<file path="src/rtl/pulse_timestamper.sv">
`default_nettype none
// ============================================================================
// Module  : pulse_timestamper - per-channel edge/deadtime hit tagger feeding an
//           FWFT event FIFO drained over valid/ready.      Revision: 1.0
// ============================================================================
module pulse_timestamper #(
  parameter int NCH      = 2,
  parameter int TS_WIDTH = 32,
  parameter int DEADTIME = 16,
  parameter int FIFO_AW  = 4
) (
  input  logic                    CLK_FAST,
  input  logic                    RESET_FAST,
  input  logic [NCH-1:0]          PULSE_IN,
  input  logic                    ENABLE,
  output logic [NCH+TS_WIDTH-1:0] EV_DATA,
  output logic                    EV_VALID,
  input  logic                    EV_READY,
  output logic [FIFO_AW:0]        FIFO_LEVEL,
  output logic [15:0]             DROP_COUNT
);
  localparam int DEPTH = 1 << FIFO_AW;
  localparam int DW    = NCH + TS_WIDTH;
  localparam int DTW   = $clog2(DEADTIME + 1);
  localparam logic [DTW-1:0]   DEAD_LOAD = DTW'(DEADTIME);
  localparam logic [DTW-1:0]   DEAD_ONE  = DTW'(1);
  localparam logic [FIFO_AW:0] PTR_ZERO  = '0;

  logic [NCH-1:0]      sync1, sync2, prev;
  logic [NCH-1:0]      rise, hit;
  logic [1:0]          arm_cnt;
  logic                armed;
  logic [TS_WIDTH-1:0] ts;
  logic [DTW-1:0]      dead [NCH];

  logic [DW-1:0]       mem [DEPTH];
  logic [FIFO_AW:0]    wr_ptr, rd_ptr, wr_next, rd_next;
  logic                full, push, pop, any_hit, valid_next;
  logic [DW-1:0]       word, head_next;

  assign rise  = sync2 & ~prev;
  assign armed = (arm_cnt == 2'd3);

  always_comb begin
    hit = '0;
    for (int i = 0; i < NCH; i++) begin
      hit[i] = rise[i] & armed & (dead[i] == '0);
    end
  end

  always_ff @(posedge CLK_FAST) begin
    if (!RESET_FAST) begin
      sync1   <= '0;
      sync2   <= '0;
      prev    <= '0;
      arm_cnt <= 2'd0;
      ts      <= '0;
      for (int i = 0; i < NCH; i++) dead[i] <= '0;
    end else begin
      sync1 <= PULSE_IN;
      sync2 <= sync1;
      prev  <= sync2;
      ts    <= ts + TS_WIDTH'(1);
      if (!armed) arm_cnt <= arm_cnt + 2'd1;
      for (int i = 0; i < NCH; i++) begin
        if (hit[i])             dead[i] <= DEAD_LOAD;
        else if (dead[i] != '0) dead[i] <= dead[i] - DEAD_ONE;
      end
    end
  end

  // Full/empty come from the extra pointer MSB; the write decision uses the
  // pre-pop occupancy, so a full FIFO refuses even when popping this cycle.
  assign any_hit = |hit;
  assign word    = {hit, ts};
  assign full    = (wr_ptr[FIFO_AW] != rd_ptr[FIFO_AW]) &&
                   (wr_ptr[FIFO_AW-1:0] == rd_ptr[FIFO_AW-1:0]);
  assign push    = ENABLE & any_hit & ~full;
  assign pop     = EV_VALID & EV_READY;
  assign wr_next = wr_ptr + {PTR_ZERO[FIFO_AW:1], push};
  assign rd_next = rd_ptr + {PTR_ZERO[FIFO_AW:1], pop};
  assign valid_next = (wr_next != rd_next);
  assign FIFO_LEVEL = wr_ptr - rd_ptr;

  // The registered head is the word at the post-update read pointer; when that
  // slot is being written on this same edge, bypass the memory.
  assign head_next = (push && (rd_next == wr_ptr)) ? word
                                                   : mem[rd_next[FIFO_AW-1:0]];

  always_ff @(posedge CLK_FAST) begin
    if (push) mem[wr_ptr[FIFO_AW-1:0]] <= word;
  end

  always_ff @(posedge CLK_FAST) begin
    if (!RESET_FAST) begin
      wr_ptr     <= '0;
      rd_ptr     <= '0;
      EV_VALID   <= 1'b0;
      EV_DATA    <= '0;
      DROP_COUNT <= '0;
    end else begin
      wr_ptr   <= wr_next;
      rd_ptr   <= rd_next;
      EV_VALID <= valid_next;
      EV_DATA  <= valid_next ? head_next : '0;
      if (ENABLE && any_hit && full && (DROP_COUNT != 16'hFFFF)) begin
        DROP_COUNT <= DROP_COUNT + 16'd1;
      end
    end
  end
endmodule
`default_nettype wire

</file>
<file path="config.mk">
export PLATFORM = sky130hd
export DESIGN_NAME = pulse_timestamper
export DESIGN_NICKNAME = d
export VERILOG_FILES = /design/src/rtl/pulse_timestamper.sv
export SDC_FILE = /design/constraint.sdc
export NUM_CORES = 1
export LEC_CHECK = 0
export CAP_MARGIN = 5
export CORE_ASPECT_RATIO = 0.7
export CORE_UTILIZATION = 60
export DETAILED_ROUTE_END_ITERATION = 10
export PLACE_DENSITY = 0.8
export SLEW_MARGIN = 20
export SYNTH_ARGS = -nofsm -noshare
export SYNTH_HDL_FRONTEND = slang
export SYNTH_SLANG_ARGS = --single-unit
</file>
<file path="constraint.sdc">
create_clock -name CLK_FAST -period 16.4 [get_ports CLK_FAST]
set_input_delay 4.92 -clock CLK_FAST [delete_from_list [all_inputs] [get_ports CLK_FAST]]
set_output_delay 4.92 -clock CLK_FAST [all_outputs]
set_load 0.005 [all_outputs]
</file>
==> summary.md <==
| Metric | Value |
|---|---|
| Status | finished clean |
| Clock Latency Late Sink | 0.61 ns |
| M1 WL | between 20000 and 25000 µm |
| Minimum clock period | 8.26 ns |
| Drt wl/cell | 26.9 µm |
| CTS tree | built |
| Met3 WL | 5160 µm |
| 1st-iter DRT viols | 1417 |
| Max Cap Violations | 0 |
| Worst slack at placement | 7.45 ns |
| Initial antenna violation count | 1 |
| Hold buffers post-CTS | 0 |
| HP Class | reg -> reg |
| CP startpoint kind | primary input |
| Synth top area cells | edfxtp_1 (65%), mux4_2 (12%), dfxtp_1 (7.8%) |
| Final #Nets | between 1500 and 2000 |
| Max Root-Sink Buffers | 3 |
| Post-synth EDFFs | around 550 |
| Worst Skew | 0.0144 ns |
| Vias/cell | about 6.5 |
| PortBufs | between 60 and 70 |
| Synth async-reset ratio | 0 |
| Vias in the first global route | 13600 |
| Data required, critical path | roughly 17 ns |
| CP endpoint kind | register |
| First-pass GRT wire length | 84700 µm |
| Io pins | 62 |
| Core Region | 42300 µm² |
| Hpwl dp | 28500 µm |
| Fmax | 121 MHz |
| Placed instance count | 1982 |
| Final Worst Setup Slack | 8.14 ns |
| Final setup TNS | 0 ns |
| CTS Buf Count | 57 |
| Leak | 9.19 nW |
| Share of layout cells above drive strength 1 | 0.187 |
| Clock Sinks | around 660 |
| Mean Syn Cell Area | 18.1 µm² |
| Mapped Nets | roughly 1400 |
| Dpl cell area | 27200 µm² |
| RD Place Congestion | 0.740 |
| Unrepaired setup endpoints after global routing | false |
| CTS clk-pin slew, worst paths | 0.06 ns |
| Count of pins over their slew limit | 0 |
| Peak VDD IR | 0.110 mV |
| Slew @ Worst Pin | 1.13 ns |
| CTS root buffer | clkbuf_16 |
| FF+latch count, synth | 655 |
| H-tree depth | 2 |
| Power Dens Cells | 113 nW/µm² |
| Fill cells | 2570 |
| P&R area growth vs syn | 13.0% |
| DRC violations left | 0 |
| Final instance area | 29100 µm² |
| Antenna Nets Post-Route | 0 |
| # rows | 63 |
| Yosys Warn Count | 0 |
| Initial core utilization | 0.609 |
| Reg2Reg Setup Slack | ~12 ns |
| Top Layer Used | met4 |
| Post-Syn Area | 25800 µm² |
| CTS resizes | 0 |
| Top cell type's share of synthesized area | 0.645 |
| Gr ovfl total | 0 |
| Largest net degree at the start of global routing | 75 |
| Reg2Reg Depth | 15 |
| Antenna cells | 0 |
| Non-Filler Instances | approximately 2100 |
| Hold Path Stages | 1 |
| Sequential share of the synthesized area | 0.723 |
| Crit-path max FO | 44 |
| Setup CP Type | in -> reg |
| Final setup viols | 0 |
| Slew margin rel. | 0.250 |
| Die Ht | 175 µm |
| Via count | approximately 14000 |
| Critical Path AT | about 8.7 ns |
| Routed wire length | 56300 µm |
| Synth Flop Type | edfxtp_1 |
| Die area | between 40000 and 50000 µm² |
| Synth Instances | 1421 |
| First-pass iteration count of the detailed router | 5 |
| Library cells used by synthesis | 48 |
| Hold Fails Final Rpt | 0 |
| Area leader, netlist | edfxtp_1 |
| Total GRT Usage | 0.263 |
| Die X | about 250 µm |
| Met2 WL | 26700 µm |
| Period utilization | 0.503 |
| Setup Buffers After CTS | 0 |
## path summary, 6_finish.rpt
check,endpoint,startpoint
max,EV_DATA[18],EV_READY
min,sync2[1],sync1[1]
max reg2reg,EV_DATA[10],wr_ptr[0]
min reg2reg,sync2[1],sync1[1]
## metal layers
layer  track usage  vias to the layer above
li1              -                     5804
met1         0.389                     6990
met2         0.410                      659
met3        0.0470                       89
met4        0.0761                        0
met5             0                        -
## layout by cell type (no fill, tap or decap), types with 3 or more instances in the layout
| cell type | count |
|---|---|
| and2_1 | 17 |
| nand3_1 | 57 |
| clkinv_1 | 6 |
| xnor2_1 | 21 |
| or3_1 | 17 |
| and3_1 | 4 |
| nor4_1 | 7 |
| a21oi_1 | 61 |
| o31ai_1 | 8 |
| bufinv_16 | 7 |
| nor3_1 | 4 |
| mux2i_1 | 106 |
| nand4_1 | 11 |
| ha_1 | 13 |
| nand2_1 | 24 |
| inv_1 | 22 |
| xor2_1 | 20 |
| clkbuf_8 | 9 |
| o21ai_0 | 50 |
| clkbuf_1 | 10 |
| edfxtp_1 | 554 |
| buf_4 | 29 |
| clkdlybuf4s50_1 | 61 |
| nand2b_1 | 3 |
| mux4_2 | 136 |
| and4_1 | 6 |
| or4_1 | 8 |
| or3b_1 | 3 |
| clkbuf_16 | 59 |
| dfxtp_1 | 101 |
| nor2_4 | 9 |
| clkinv_2 | 12 |
| nor3_2 | 4 |
| nor2_1 | 39 |
| nand3b_1 | 4 |
## worst max-delay path, cell delays in order
cell and delay, ns:
clkdlybuf4s50_1 0.39, and2_1 0.17, ha_4 0.69, buf_4 0.62, buf_4 0.78, mux4_2 0.60, mux2i_1 0.15, mux2i_1 0.10
o21ai_0 0.14, a21oi_1 0.09
## registers in the layout, indices dropped and copies added, names as in the netlist
| register | cells |
|---|---|
| sync1 | 2 |
| arm_cnt | 2 |
| mem | 544 |
| DROP_COUNT | 16 |
| rd_ptr | 5 |
| ts | 32 |
| prev | 2 |
| EV_DATA | 34 |
| sync2 | 2 |
| dead | 10 |
| EV_VALID | 1 |
| wr_ptr | 5 |
## through the flow
step / hold slack [ns] / total power [W] / util
after floorplan: 0.412 / 0.00192 / -
after global placement: 0.424 / 0.00193 / 0.641
after detailed placement: 0.421 / 0.00194 / 0.642
after CTS: 0.436 / 0.00332 / 0.688
after global routing: 0.467 / 0.00340 / 0.688
final: 0.436 / 0.00331 / 0.688
## power breakdown
group          switching [W]  internal, W
logic              0.0000489    0.0000398
registers          0.0000152      0.00180
clock network       0.000591     0.000810
## synthesized netlist by cell type, types with 10 or more instances
| cell type | n |
|---|---|
| a21oi_1 | 61 |
| and2_1 | 17 |
| buf_1 | 10 |
| buf_2 | 23 |
| clkbuf_1 | 48 |
| dfxtp_1 | 101 |
| edfxtp_1 | 554 |
| ha_1 | 15 |
| inv_1 | 22 |
| mux2i_1 | 106 |
| mux4_2 | 136 |
| nand2_1 | 24 |
| nand3_1 | 57 |
| nand4_1 | 11 |
| nor2_1 | 49 |
| nor3_1 | 10 |
| o21ai_0 | 50 |
| or3_1 | 17 |
| xnor2_1 | 21 |
| xor2_1 | 21 |
## kinds of logic after synthesis
logic type | share of synthesized area
buffers and inverters | 0.0163
AND/OR/NAND/NOR | 0.0484
AO/OA/AOI/OAI | 0.0273
adder cells (fa/ha/maj) | 0.00805
multiplexers | 0.160
flip-flops | 0.723
XOR/XNOR | 0.0167
## final cells by class
| class | count | area, µm² | area share |
|---|---|---|---|
| timing repair buffer | 90 | 828 | 0.0284 |
| clock inverter | 30 | 337 | 0.0115 |
| clock buffer | 78 | 1640 | 0.0562 |
| multi-input combinational | 662 | 6900 | 0.237 |
| inverter | 23 | 86.3 | 0.00296 |
| sequential | 655 | 18700 | 0.640 |
| tap | 552 | 691 | 0.0237 |
Power figures use the tool's default switching activity.
